**config.mk**
```make
export PLATFORM = sky130hd
export DESIGN_NAME = bird_column_flat
export DESIGN_NICKNAME = d
export VERILOG_FILES = /design/src/rtl/bird_column_if.sv /design/src/rtl/bird_column.sv /design/src/flat_wrapper.sv
export SDC_FILE = /design/constraint.sdc
export NUM_CORES = 1
export LEC_CHECK = 0
export BUFFER_PORTS_ARGS = -buffer_cell sky130_fd_sc_hd__buf_4
export CAP_MARGIN = 20
export CORE_MARGIN = 3
export CORE_UTILIZATION = 31
export CTS_BUF_LIST = sky130_fd_sc_hd__clkbuf_4
export DETAILED_ROUTE_END_ITERATION = 8
export SYNTH_ARGS = -nofsm -noshare
export SYNTH_HDL_FRONTEND = slang
export SYNTH_SLANG_ARGS = --single-unit
```
**constraint.sdc**
```tcl
create_clock -name clk -period 2.5 [get_ports clk]
set_clock_uncertainty 0.15 [all_clocks]
set_input_delay 0.25 -clock clk [delete_from_list [all_inputs] [get_ports clk]]
set_output_delay 0.25 -clock clk [all_outputs]
set_load 0.005 [all_outputs]
```
**src/rtl/bird_column_if.sv**
```systemverilog
// Player/display bundle for the bird_column light-column game.
interface bird_column_if #(
    parameter int unsigned ROWS = 8
);
    localparam int unsigned POS_W = $clog2(ROWS);

    logic             press;
    logic             enable;
    logic             restart;
    logic [ROWS-1:0]  lights;
    logic [POS_W-1:0] pos;
    logic             at_top;
    logic             at_bottom;
    logic             crashed;

    modport master (
        output press, enable, restart,
        input  lights, pos, at_top, at_bottom, crashed
    );

    modport slave (
        input  press, enable, restart,
        output lights, pos, at_top, at_bottom, crashed
    );
endinterface

```
**src/rtl/bird_column.sv**
```systemverilog
// One-column flappy-bird: flaps lift the bird, a divided gravity tick drops it.
// Optional macro BIRD_CRASH_EN: hitting the floor latches a crash until restart.
module bird_column #(
    parameter int unsigned ROWS      = 8,
    parameter int unsigned GRAV_DIV  = 4,
    parameter int unsigned FLAP_ROWS = 1
) (
    input  logic          clk,
    input  logic          reset_n,
    bird_column_if.slave  bus
);
    localparam int unsigned POS_W = $clog2(ROWS);
    localparam int unsigned CNT_W = 8;
    localparam int unsigned SUM_W = POS_W + 5;

    localparam logic [POS_W-1:0] POS_START = POS_W'(ROWS / 2);
    localparam logic [POS_W-1:0] POS_TOP   = POS_W'(ROWS - 1);
    localparam logic [CNT_W-1:0] CNT_LAST  = CNT_W'(GRAV_DIV - 1);

`ifdef BIRD_CRASH_EN
    localparam bit CRASH_EN = 1'b1;
`else
    localparam bit CRASH_EN = 1'b0;
`endif

    typedef enum logic [0:0] {
        ST_FLY     = 1'b0,
        ST_CRASHED = 1'b1
    } state_e;

    state_e           state_q, state_d;
    logic [POS_W-1:0] pos_q, pos_d;
    logic [CNT_W-1:0] cnt_q, cnt_d;
    logic             press_q, press_d;

    logic             flap_c;
    logic             tick_c;
    logic [SUM_W-1:0] rise_c;
    logic [ROWS-1:0]  lights_c;

    // Press edge register resets high so a button held through reset is not a flap.
    always_ff @(posedge clk or negedge reset_n) begin
        if (!reset_n) begin
            state_q <= ST_FLY;
            pos_q   <= POS_START;
            cnt_q   <= '0;
            press_q <= 1'b1;
        end else begin
            state_q <= state_d;
            pos_q   <= pos_d;
            cnt_q   <= cnt_d;
            press_q <= press_d;
        end
    end

    always_comb begin
        state_d = state_q;
        pos_d   = pos_q;
        cnt_d   = cnt_q;
        press_d = bus.press;

        flap_c = bus.enable & bus.press & ~press_q;
        tick_c = bus.enable & (cnt_q == CNT_LAST);
        // A tick in the flap cycle cancels one row of the lift.
        rise_c = SUM_W'(pos_q) + (tick_c ? SUM_W'(FLAP_ROWS - 1) : SUM_W'(FLAP_ROWS));

        if (bus.restart) begin
            state_d = ST_FLY;
            pos_d   = POS_START;
            cnt_d   = '0;
        end else if (bus.enable) begin
            case (state_q)
                ST_FLY: begin
                    if (flap_c) begin
                        cnt_d = '0;
                        pos_d = (rise_c > SUM_W'(ROWS - 1)) ? POS_TOP : POS_W'(rise_c);
                    end else if (tick_c) begin
                        cnt_d = '0;
                        if (pos_q != '0) begin
                            pos_d = pos_q - POS_W'(1);
                        end else if (CRASH_EN) begin
                            state_d = ST_CRASHED;
                        end
                    end else begin
                        cnt_d = cnt_q + CNT_W'(1);
                    end
                end
                ST_CRASHED: begin
                    state_d = ST_CRASHED;
                end
                default: begin
                    state_d = ST_FLY;
                end
            endcase
        end
    end

    always_comb begin
        lights_c        = '0;
        lights_c[pos_q] = 1'b1;
    end

    assign bus.lights    = lights_c;
    assign bus.pos       = pos_q;
    assign bus.at_top    = (pos_q == POS_TOP);
    assign bus.at_bottom = (pos_q == '0);
    assign bus.crashed   = (state_q == ST_CRASHED);
endmodule

```
**src/flat_wrapper.sv**
```systemverilog
// flat-port wrapper written by rule: the top's interface ports become plain ports
module bird_column_flat 
#(
    parameter int unsigned ROWS      = 8,
    parameter int unsigned GRAV_DIV  = 4,
    parameter int unsigned FLAP_ROWS = 1
)
  (clk, reset_n, bus_press, bus_enable, bus_restart, bus_lights, bus_pos, bus_at_top, bus_at_bottom, bus_crashed);
  bird_column_if #(.ROWS(ROWS)) bus_i ();
  input  logic clk;
  input  logic reset_n;
  input wire logic [$bits(bus_i.press)-1:0] bus_press;
  input wire logic [$bits(bus_i.enable)-1:0] bus_enable;
  input wire logic [$bits(bus_i.restart)-1:0] bus_restart;
  output wire logic [$bits(bus_i.lights)-1:0] bus_lights;
  output wire logic [$bits(bus_i.pos)-1:0] bus_pos;
  output wire logic [$bits(bus_i.at_top)-1:0] bus_at_top;
  output wire logic [$bits(bus_i.at_bottom)-1:0] bus_at_bottom;
  output wire logic [$bits(bus_i.crashed)-1:0] bus_crashed;
  assign bus_i.press = bus_press;
  assign bus_i.enable = bus_enable;
  assign bus_i.restart = bus_restart;
  assign bus_lights = bus_i.lights;
  assign bus_pos = bus_i.pos;
  assign bus_at_top = bus_i.at_top;
  assign bus_at_bottom = bus_i.at_bottom;
  assign bus_crashed = bus_i.crashed;
  bird_column #(.ROWS(ROWS), .GRAV_DIV(GRAV_DIV), .FLAP_ROWS(FLAP_ROWS)) u_core (.clk(clk), .reset_n(reset_n), .bus(bus_i));
endmodule
```
==> results.md <==
- Synthesized flop and latch total: 12
- Worst EP required: 2500 ps
- H-tree depth: 1
- Syn_nets: 103
- Status: finished clean
- CTS tree: yes
- Leading area contributor after synthesis: dfrtp_1
- Critical-path cell list: ha_1, nor4b_2, nand2_1, ha_1, ha_1, o21ai_0, mux2i_1
- Count of final setup violators: 0
- Sequential fraction of the synthesis area: 0.3628
- Antenna cells: 0
- Library cells used by synthesis: 33
- Final Cell Area: 1012 um^2
- Die area: 3351 um^2
- Post-Syn Instances: 92
- Share of cells above drive strength 1: 0.2273
- Pwr dens: 463.7 nW/um^2
- Peak VDD IR: 241.2 uV
- Most used cell, CP: ha_1
- # DRC: 0
- Std-Cell Rows: 18
- Critical path's slowest cell: dfrtp_1
- Global Route Usage Sum: 0.1193
- Root Buffer: clkbuf_4
- Max incr delay on CP: 390 ps
- Synth Area in XOR/XNOR: 0.06297
- Largest net degree at the start of global routing: 16
- Starting Density: 0.3309
- Drt first pass iters: 4
- Fin util: 0.4013
- Fin cells: 140
- Post-route ant nets: 0
- Clock insertion delay at the later pin of the skew report: 270 ps
- Clock slew at reported path FFs: 70 ps
- Worst endpoint data arrival time: 2120 ps
- Most frequent cells in the layout: buf_4, nor2_1, dfrtp_1
- Main combinational cell family by area after synthesis: simple AND/OR/NAND/NOR gates
- Fmax: 0.4714 GHz
- WL per Instance: 12.77 um
- Mux cell area share after synthesis: 0.02399
- # port buffers: 17
- Detailed Route Iter0 Violations: 28
- NumNets Final: 123
- RSZ-0062 raised after global routing: false
- Delay-heaviest family, CP: adder cells
- Initial antenna violation count: 0
- GP Congestion: 0.8113
- Mapped Avg Cell Area: 9.071 um^2
- Post-CTS sizing: 0
- Total Wirelength: 1788 um
- Fin Setup TNS: 0 ps
- Leak Pwr: 0.0004632 uW
- Vias per std cell: 5.043
- Post-Place Cells: 135
- Clock sink total: 12
- Yosys warns: 0
- Period utilization: 0.8486
- CP max FO: 4
- CTS buffer count: 3
- Fin. max-slew vios: 0
- Endpoints failing hold: 0
- CTS Buffer Depth: 2
- Post-DP HPWL: 1397 um
- Critical Path Start Type: register
- Most common cell after layout, fill and taps aside: buf_4
- Max-cap violations: 0
- Core footprint: 2522 um^2
- Min Tclk post-route: 2122 ps
- Min-delay worst type: in2reg
- Share of the synthesized area in the top cell type: 0.2999
- Synth Area in Simple Gates: 0.2759
- I/O pin cnt: 19
- WP buf/inv: 0
- Critical Path Sink Type: register
- Total number of vias: 706
- Placed Area: 969.7 um^2
- Compound-cell area share of the yosys netlist: 0.1214
- Synth Area in Adders: 0.08996
- Die span in x: 57.89 um
- DIE HEIGHT: 57.89 um
- Synth top area cells: dfrtp_1, ha_1, dfstp_2, nor2_1, xnor2_1
- Vias in the first global route: 710
- First-pass GRT wire length: 3208 um
- Cell area after synthesis: 834.6 um^2
- Kind of critical path: reg2reg
- GRT overflow: 0
- Area growth, synth to finish: 21.29%
## synth_stat cells
master,number
nor2_1,13
dfrtp_1,10
nand2_1,8
ha_1,6
nor3_1,6
inv_1,5
o21ai_0,4
xnor2_1,4
nand3_1,3
a32o_1,2
and3_1,2
buf_4,2
dfstp_2,2
mux2i_1,2
nand3b_1,2
nor2b_1,2
or3_1,2
xor2_1,2
a211oi_1,1
a211oi_2,1
a21oi_1,1
a31o_1,1
a31oi_1,1
and2_1,1
and3b_1,1
buf_6,1
clkbuf_1,1
conb_1,1
nor4b_2,1
nor4b_4,1
o2111ai_1,1
o21a_1,1
o21ai_1,1
## registers in the layout, summed over array words and instances (netlist names)
register        cells
u_core.cnt_q        8
u_core.bus.pos      3
u_core.press_q      1
## metal layers
layer,global-route usage,vias to the layer above,part of all wire
li1,-,353,-
met1,0.1611,336,0.46
met2,0.2016,17,0.48
met3,0.02227,0,0.056
met4,0.01987,0,0
met5,0,-,0
## cell families (layout without fill, tap and decap cells)
kind of cell    after synthesis  after routing
simple gates                 42             42
compound gates               14             14
flops                        12             12
buf+inv                       9             27
fa+ha+maj                     6              6
xor+xnor                      6              6
mux                           2              2
other cells                   1              1
## per-stage QoR
stage | setup WS, ps | total power (uW) | hold WS [ps]
floorplan | 591.2 | 297.8 | -195.6
finish | 378.5 | 469.3 | 76.52
global placement | 505.7 | 349.4 | -53.34
CTS | 368.2 | 474.4 | 64.72
detailed placement | 374.9 | 354.3 | -50.43
global route | 168.3 | 507.3 | 80.87
## worst paths after layout
check / start / end / slack [ps] / cells past startpoint
setup / recovery: u_core.cnt_q[0]$_DFFE_PN0P_ / u_core.bus.pos[1]$_DFFE_PN0P_ / 380 / 7
hold / removal: bus_restart / u_core.bus.pos[0]$_DFFE_PN0P_ / 80 / 2
setup reg to reg: u_core.cnt_q[0]$_DFFE_PN0P_ / u_core.bus.pos[1]$_DFFE_PN0P_ / 380 / 7
hold reg to reg: u_core.cnt_q[0]$_DFFE_PN0P_ / u_core.cnt_q[0]$_DFFE_PN0P_ / 400 / 1
max in group asynchronous: reset_n / u_core.press_q$_DFF_PN1_ / 1780 / 2
min in group asynchronous: reset_n / u_core.cnt_q[5]$_DFFE_PN0P_ / 190 / 2
## repair_timing
action,CTS,global route
hold buffers,2,0
setup endpoints to repair,0,0
setup buffers,0,0
endpoints found under the hold margin,13,0
## worst reg2reg max path, cell delays in order, from the launching register on
cell and delay (ps):
dfrtp_1 390, ha_1 200, nor4b_2 340, nand2_1 160, ha_1 220, ha_1 270
o21ai_0 180, mux2i_1 90
## power by group
part           internal, uW  switching, uW
sequential              206           19.6
combinational          64.9           61.4
clock                  55.6           61.9
## area by class of cell
| type | instances | area (um^2) |
|---|---|---|
| fillers | 258 | 1510 |
| multi-input cells | 71 | 483.0 |
| flip-flops and latches | 12 | 302.8 |
| repair buffers | 19 | 147.6 |
| well taps | 30 | 37.54 |
| clock buffers | 3 | 22.52 |
| inverters | 5 | 18.77 |
Power figures use the tool's default switching activity.
